===== src/rtl/ecc_dec_ctrl.sv =====
// Sequencing controller around the combinational syndrome/error-count unit:
// accept codeword, present it, sample NOF/NOE, fix one bit, hand result on.
// Optional statistics counters are enabled with the ECC_DEC_STATS_EN macro.
module ecc_dec_ctrl #(
    parameter int DATA_W = 32,
    parameter int PAR_W  = 5
`ifdef ECC_DEC_STATS_EN
    ,
    parameter int CNT_W  = 16
`endif
) (
    input  logic              clk,
    input  logic              rst,
    input  logic              in_valid,
    output logic              in_ready,
    input  logic [DATA_W-1:0] in_data,
    input  logic [PAR_W-1:0]  in_parity,
    input  logic [1:0]        in_width,
    output logic [DATA_W-1:0] dec_data,
    output logic [PAR_W-1:0]  dec_yin,
    output logic              dec_small,
    output logic              dec_medium,
    input  logic [1:0]        dec_nof,
    input  logic [4:0]        dec_noe,
    output logic              out_valid,
    input  logic              out_ready,
    output logic [DATA_W-1:0] out_data,
    output logic [1:0]        out_nof,
    output logic              busy
`ifdef ECC_DEC_STATS_EN
    ,
    input  logic              stat_clr,
    output logic [CNT_W-1:0]  stat_total,
    output logic [CNT_W-1:0]  stat_corr,
    output logic [CNT_W-1:0]  stat_uncorr
`endif
);

    typedef enum logic [1:0] {IDLE, CHECK, FIX, OUT} state_t;

    state_t            r_state;
    logic              r_in_ready;
    logic              r_busy;
    logic              r_out_valid;
    logic [DATA_W-1:0] r_dec_data;
    logic [PAR_W-1:0]  r_dec_yin;
    logic              r_small;
    logic              r_medium;
    logic              r_width_ill;
    logic [1:0]        r_nof_q;
    logic [4:0]        r_noe_q;
    logic [DATA_W-1:0] r_out_data;
    logic [1:0]        r_out_nof;

    logic [DATA_W-1:0] w_flip_mask;
    logic [DATA_W-1:0] w_fix_data;
    logic [1:0]        w_fix_nof;

    // NOE is 1-based; index 0 (parity-only) and out-of-range indices match no bit.
    genvar gi;
    generate
        for (gi = 0; gi < DATA_W; gi++) begin : g_flip
            assign w_flip_mask[gi] = (32'(r_noe_q) == 32'(gi + 1));
        end
    endgenerate

    always_comb begin
        w_fix_data = r_dec_data;
        w_fix_nof  = 2'b00;
        if (r_width_ill) begin
            w_fix_nof = 2'b11;
        end else begin
            case (r_nof_q)
                2'b00: w_fix_nof = 2'b00;
                2'b01: begin
                    w_fix_data = r_dec_data ^ w_flip_mask;
                    w_fix_nof  = 2'b01;
                end
                default: w_fix_nof = 2'b10;
            endcase
        end
    end

    always_ff @(posedge clk) begin
        if (rst) begin
            r_state     <= IDLE;
            r_in_ready  <= 1'b1;
            r_busy      <= 1'b0;
            r_out_valid <= 1'b0;
            r_dec_data  <= '0;
            r_dec_yin   <= '0;
            r_small     <= 1'b0;
            r_medium    <= 1'b0;
            r_width_ill <= 1'b0;
            r_nof_q     <= 2'b00;
            r_noe_q     <= 5'd0;
            r_out_data  <= '0;
            r_out_nof   <= 2'b00;
        end else begin
            case (r_state)
                IDLE: begin
                    if (in_valid && r_in_ready) begin
                        r_dec_data  <= in_data;
                        r_dec_yin   <= in_parity;
                        r_small     <= (in_width == 2'b00);
                        r_medium    <= (in_width == 2'b01);
                        r_width_ill <= (in_width == 2'b11);
                        r_in_ready  <= 1'b0;
                        r_busy      <= 1'b1;
                        r_state     <= CHECK;
                    end
                end
                CHECK: begin
                    r_nof_q <= dec_nof;
                    r_noe_q <= dec_noe;
                    r_state <= FIX;
                end
                FIX: begin
                    r_out_data  <= w_fix_data;
                    r_out_nof   <= w_fix_nof;
                    r_out_valid <= 1'b1;
                    r_state     <= OUT;
                end
                OUT: begin
                    if (out_ready) begin
                        r_out_valid <= 1'b0;
                        r_in_ready  <= 1'b1;
                        r_busy      <= 1'b0;
                        r_state     <= IDLE;
                    end
                end
                default: begin
                    r_out_valid <= 1'b0;
                    r_in_ready  <= 1'b1;
                    r_busy      <= 1'b0;
                    r_state     <= IDLE;
                end
            endcase
        end
    end

    assign in_ready   = r_in_ready;
    assign busy       = r_busy;
    assign out_valid  = r_out_valid;
    assign out_data   = r_out_data;
    assign out_nof    = r_out_nof;
    assign dec_data   = r_dec_data;
    assign dec_yin    = r_dec_yin;
    assign dec_small  = r_small;
    assign dec_medium = r_medium;

`ifdef ECC_DEC_STATS_EN
    logic [CNT_W-1:0] r_stat_total;
    logic [CNT_W-1:0] r_stat_corr;
    logic [CNT_W-1:0] r_stat_uncorr;
    logic             w_hs;

    assign w_hs = (r_state == OUT) && r_out_valid && out_ready;

    // Clear has priority over a coincident handshake; counters saturate.
    always_ff @(posedge clk) begin
        if (rst || stat_clr) begin
            r_stat_total  <= '0;
            r_stat_corr   <= '0;
            r_stat_uncorr <= '0;
        end else if (w_hs) begin
            if (!(&r_stat_total))
                r_stat_total <= r_stat_total + CNT_W'(1);
            if ((r_out_nof == 2'b01) && !(&r_stat_corr))
                r_stat_corr <= r_stat_corr + CNT_W'(1);
            if (r_out_nof[1] && !(&r_stat_uncorr))
                r_stat_uncorr <= r_stat_uncorr + CNT_W'(1);
        end
    end

    assign stat_total  = r_stat_total;
    assign stat_corr   = r_stat_corr;
    assign stat_uncorr = r_stat_uncorr;
`endif

endmodule

===== config.mk =====
export PLATFORM = sky130hd
export DESIGN_NAME = ecc_dec_ctrl
export DESIGN_NICKNAME = d
export VERILOG_FILES = /design/src/rtl/ecc_dec_ctrl.sv
export SDC_FILE = /design/constraint.sdc
export NUM_CORES = 1
export LEC_CHECK = 0
export ABC_CLOCK_PERIOD_IN_PS = 2200
export CORE_MARGIN = 2
export CORE_UTILIZATION = 45
export CTS_CLUSTER_SIZE = 12
export DETAILED_ROUTE_END_ITERATION = 10
export PLACE_DENSITY = 0.86
export SYNTH_ARGS = -nofsm -noshare
export SYNTH_HDL_FRONTEND = slang
export SYNTH_SLANG_ARGS = --single-unit

===== constraint.sdc =====
create_clock -name clk -period 2.2 [get_ports clk]
set_input_delay 0.66 -clock clk [delete_from_list [all_inputs] [get_ports clk]]
set_output_delay 0.66 -clock clk [all_outputs]
set_load 0.005 [all_outputs]

======== After elaboration in Yosys (flattened, before gate mapping) ========
Index checks and enable logic that the tools add are counted.
operators by class
  reduce and logical (&&, ||, !) cells .... 10
  bitwise operators ....................... 1
  multiplexer cells ....................... 14
  equal/unequal tests ..................... 39
operators with widths
  operator              number
  $eq A5 B5 Y1 const B  16
  $mux W32              2
  $eq A5 B4 Y1 const B  8
  $xor A32 B31 Y32      1
  $eq A5 B3 Y1 const B  4
  $eq A5 B2 Y1 const B  2
  $pmux W2 S4           1
  $eq A2 B1 Y1 const B  3
  $eq A2 B2 Y1 const B  3
  $logic_not A2 Y1      3
  $mux W2               3
  $pmux W1 S2           3
  $reduce_and A2 Y1     3
  $eq A5 B1 Y1 const B  1
  $mux W1               4
  $ne A2 B2 Y1 const B  2
  $pmux W2 S2           1
  $reduce_bool A2 Y1    2
  $reduce_and A3 Y1     1
  $logic_and A1 B1 Y1   1
storage, ports and cells
  output and inout bits ................... 76
  logic and storage cells ................. 77
  bits of input ports ..................... 50
  flip-flop bits (word level) ............. 86

======== Longest topological paths before layout ========
  depth after elaboration ................. 4
  mapped depth ............................ 8
  gate-level depth less buffers ........... 5

======== Worst setup path before layout ========
OpenSTA, ideal clock, no wires.
  path type ............................... register to register
  start ................................... register r_state[0]
  end ..................................... register r_dec_data[18], in the netlist dec_data[18]
  path buffers ............................ 3
  arrival time ............................ 1.677 ns
  path slack .............................. 0.452 ns
  clock period less this slack ............ 1.748 ns
  data required time ...................... 2.129 ns
  setup time .............................. 0.071 ns
  cell stages (with the launch flop) ...... 9
  cell sequence ........................... dfxtp_1 > inv_1 > ha_1 > and3_1 > clkbuf_1 > clkbuf_1 > clkbuf_1 > nand2_1 > a21oi_1
between the ends
  word-level cells in the longest chain between the ends .. 2
ends and longest elaborated chain
  element                             line  source
  start, declared                     41    state_t r_state;
  start signal, assigned              86    r_state <= IDLE;
  start signal, assigned              110   r_state <= CHECK;
  start signal, assigned              116   r_state <= FIX;
  $logic_not A2 Y1                    100   case (r_state)
  $reduce_and A2 Y1 (no source line)  --
  end signal, assigned                103   r_dec_data <= in_data;
  end, declared                       45    logic [DATA_W-1:0] r_dec_data;
Every way passes these cells.
A chain may end at the register's enable or synchronous reset.

======== Worst setup path in the final report ========
  start ................................... register r_in_ready, in the netlist in_ready
  end ..................................... output port in_ready
RTL lines
  element                 line  source
  start, declared         42    logic r_in_ready;
  start signal, assigned  87    r_in_ready <= 1'b1;
  start signal, assigned  108   r_in_ready <= 1'b0;
  start signal, assigned  127   r_in_ready <= 1'b1;
  end, declared           15    output logic in_ready,
No word-level cell between the ends.

==> flow_metrics.py <==
metrics = {
    "grt": {
        "grt_max_degree": 47,
        "gr-total-overflow": 0,
        "grt_pass1_vias": 3350,
        "grt_pass1_wl_mm": 15.3,
        "grt_antenna_before_repair": 0,
        "grt_usage_pct": 22.2,
    },
    "floorplan": {
        "core_area_sq_um": 7730,
        "rows": 32,
        "fp.dieH_um": 93.4,
        "start_util_pct": 46.5,
        "die_area_sq_um": 8720,
        "pin_count": 126,
        "die_x_um": 93.4,
    },
    "sta": {
        "worst_pin_slew_ns": 0.610,
        "slew_violations": 0,
        "setup_tns_ns": 0,
        "finalHoldViolations": 0,
        "period_share_pct": 90.4,
        "max-slew-margin-rel_pct": 59.1,
        "max_freq_ghz": 0.503,
        "clock_skew_ns": 0.00921,
        "rsz0062_at_grt": "false",
        "period_minus_slack_ns": 1.99,
        "finalSetupViolations": 0,
    },
    "logic_synthesis": {
        "synth_top_area_cell": "dfxtp_1",
        "avgSynthCellArea_sq_um": 8.28,
        "yosysWarnings": 0,
        "synth_area_sq_um": 3590,
        "ys_types": 31,
        "synth.top_cells.by_area": "dfxtp_1 48%, nand2_1 8.2%, a311oi_1 7.6%, a21oi_1 6.5%, or3_1 5.6%",
        "synthTopCellsByCount": "86 x dfxtp_1, 79 x nand2_1, 47 x a21oi_1",
        "ys_seq_elements": 86,
        "postSynth.asyncResetShare_pct": 0,
        "synth_seq_area_share_pct": 47.9,
        "synthCells": 434,
        "synth.most_common_cell": "dfxtp_1",
        "ys.flop_type": "dfxtp_1",
        "mappedNetlistNets": 489,
        "synth_top_area_share_pct": 47.9,
        "synth_edf_count": 0,
    },
    "clock_tree": {
        "path_clk_slew_ns": 0.09,
        "cts_hold_buf": 0,
        "insertion_delay_ns": 0.35,
        "clockBufferDepth": 2,
        "postCtsSetupBuffers": 0,
        "postCtsResizedCells": 0,
        "cts_tree": "done",
        "cts_sinks": 86,
        "numCtsBuffers": 9,
        "root_buffer": "clkbuf_8",
        "htree_levels": 3,
    },
    "route": {
        "drtIter0Drc": 166,
        "wl_per_cell_um": 14.8,
        "vias": 3545,
        "remaining_drc_errors": 0,
        "viasPerCell": 5.46,
        "antenna_left": 0,
        "routed_wl_mm": 9.62,
        "dr.pass1.iters": 4,
    },
    "placement": {
        "routabilityCongestion": 0.781,
        "port_buffers": 125,
        "placedCellCount": 633,
        "hpwl_mm": 7.10,
    },
    "worst_hold_path": {
        "min_to": "dec_yin[2]$_SDFFE_PP0P_",
        "min_from": "dec_yin[2]$_SDFFE_PP0P_",
        "hold_path_class": "flop to flop",
        "min_path_cells": 2,
    },
    "final_layout": {
        "utilization_pct": 66.3,
        "antenna-diode-count": 0,
        "finalNonFillerCells": 649,
        "drive_gt1_share_pct": 5.30,
        "n_fill_cell": 626,
        "nNetsFinal": 597,
        "syn_to_final_growth_pct": 42.6,
    },
    "setup_path": {
        "r2r_start": "r_width_ill$_SDFFE_PP0P_",
        "crit_type": "flop to output port",
        "path_cells": "clkdlybuf4s50_1",
        "slowest_delay_ns": 0.54,
        "crit_required_ns": 1.54,
        "cp.arrival_ns": 1.33,
        "r2r_setup_slack_ns": 0.33,
        "r2r-end": "out_data[2]$_SDFFE_PP0P_",
        "start_kind": "flop",
        "worst-path-buf-inv": 1,
        "slowest_stage": "clkdlybuf4s50_1",
        "reg2regPathDepth": 3,
        "cpLargestDelayFamily": "buffers and inverters",
        "end_kind": "output port",
        "critPathMaxFanout": 7,
    },
    "pwr": {
        "p_per_area_nw_per_um2": 1110,
        "peakVddDrop_mv": 0.722,
        "power.leakage_nw": 1.68,
    },
    "status": {
        "outcome": "finished clean",
    },
    "flow_run": {
        "cap_violations": 0,
    },
}
-- metrics by stage --
step                instance area, sq um  power (mW)  worst slack, ns  hold slack (ns)
finish                              5120        5.70            0.211            0.464
global route                        5120        6.09            0.146            0.490
CTS                                 5120        5.73            0.199            0.468
detailed placement                  4920        4.60            0.237            0.450
global placement                    4920        4.49            0.269            0.443
floorplan                           3590        3.44            0.452            0.448
-- cells in the final DEF, fill, tap and decap left out, drive strengths merged, types with 2 or more instances in the layout --
cell             n
dfxtp           86
ha               5
nand4b           2
nand4bb          5
a21oi           47
mux2i            8
nand2b           2
clkbuf          11
a311oi          31
nand3            3
nor2b            2
nand2           79
clkinv           4
buf             10
clkdlybuf4s50  124
nor2            44
or4b             4
a211oi           2
o21ai           32
or3             32
inv              4
-- registers in the layout, summed over array words and instances, names as in the netlist --
signal and count:
busy 1, r_nof_q 2, dec_yin 5, out_nof 2
dec_small 1, dec_data 32, r_state 2, out_data 32
dec_medium 1, r_noe_q 5, in_ready 1, r_width_ill 1
out_valid 1
-- report_power, final --
part | internal (mW) | total (mW) | leakage (nW) | switching [mW]
Combinational | 1.21 | 2.26 | 0.873 | 1.05
Clock | 0.587 | 1.14 | 0.109 | 0.555
Sequential | 1.98 | 2.29 | 0.702 | 0.313
Total | 3.78 | 5.70 | 1.68 | 1.92
-- cells by family (layout without fill, tap and decap cells) --
kind of cell | Yosys count | after routing | share of synthesized area (%)
and+or+nand+nor | 178 | 178 | 23.6
muxes | 8 | 8 | 2.23
buffers and inverters | 41 | 154 | 4.66
adders and majority gates | 5 | 5 | 1.74
DFF | 86 | 86 | 47.9
AOI/OAI and AO/OA | 116 | 116 | 19.9
-- worst max path at each step --
stage	startpoint	to	slack, ns	cells past startpoint
global placement	in_valid	r_width_ill$_SDFFE_PP0P_	0.27	5
finish	in_ready$_SDFFE_PP1P_	in_ready	0.21	1
detailed placement	in_valid	dec_yin[3]$_SDFFE_PP0P_	0.24	5
global route	in_ready$_SDFFE_PP1P_	in_ready	0.15	1
floorplan	r_state[0]$_SDFFE_PP0P_	dec_data[18]$_SDFFE_PP0P_	0.45	8
CTS	in_ready$_SDFFE_PP1P_	in_ready	0.20	1
-- worst register-to-register path, cell delays in order, from the launching register on --
cell and delay, ns:
dfxtp_1 0.40, or4b_1 0.70, or3_1 0.41, a311oi_1 0.27
-- routing by layer --
layer / up-vias / share of wire [%] / global-route usage (%)
li1: 1750 / - / -
met1: 1666 / 41 / 26.4
met2: 110 / 50 / 37.8
met3: 19 / 6.3 / 4.59
met4: 0 / 2.4 / 10.9
met5: - / 0 / 0
-- layout make-up --
cell class              count  area (sq um)  area share (%)
multi-input cells         307          1710            33.4
inverters                   4          15.0           0.293
clock inverters             5          57.6            1.12
clock buffers              11           151            2.95
repair buffers            134          1340            26.1
well taps                 102           128            2.49
flip-flops and latches     86          1720            33.6
Power figures use the tool's default switching activity.
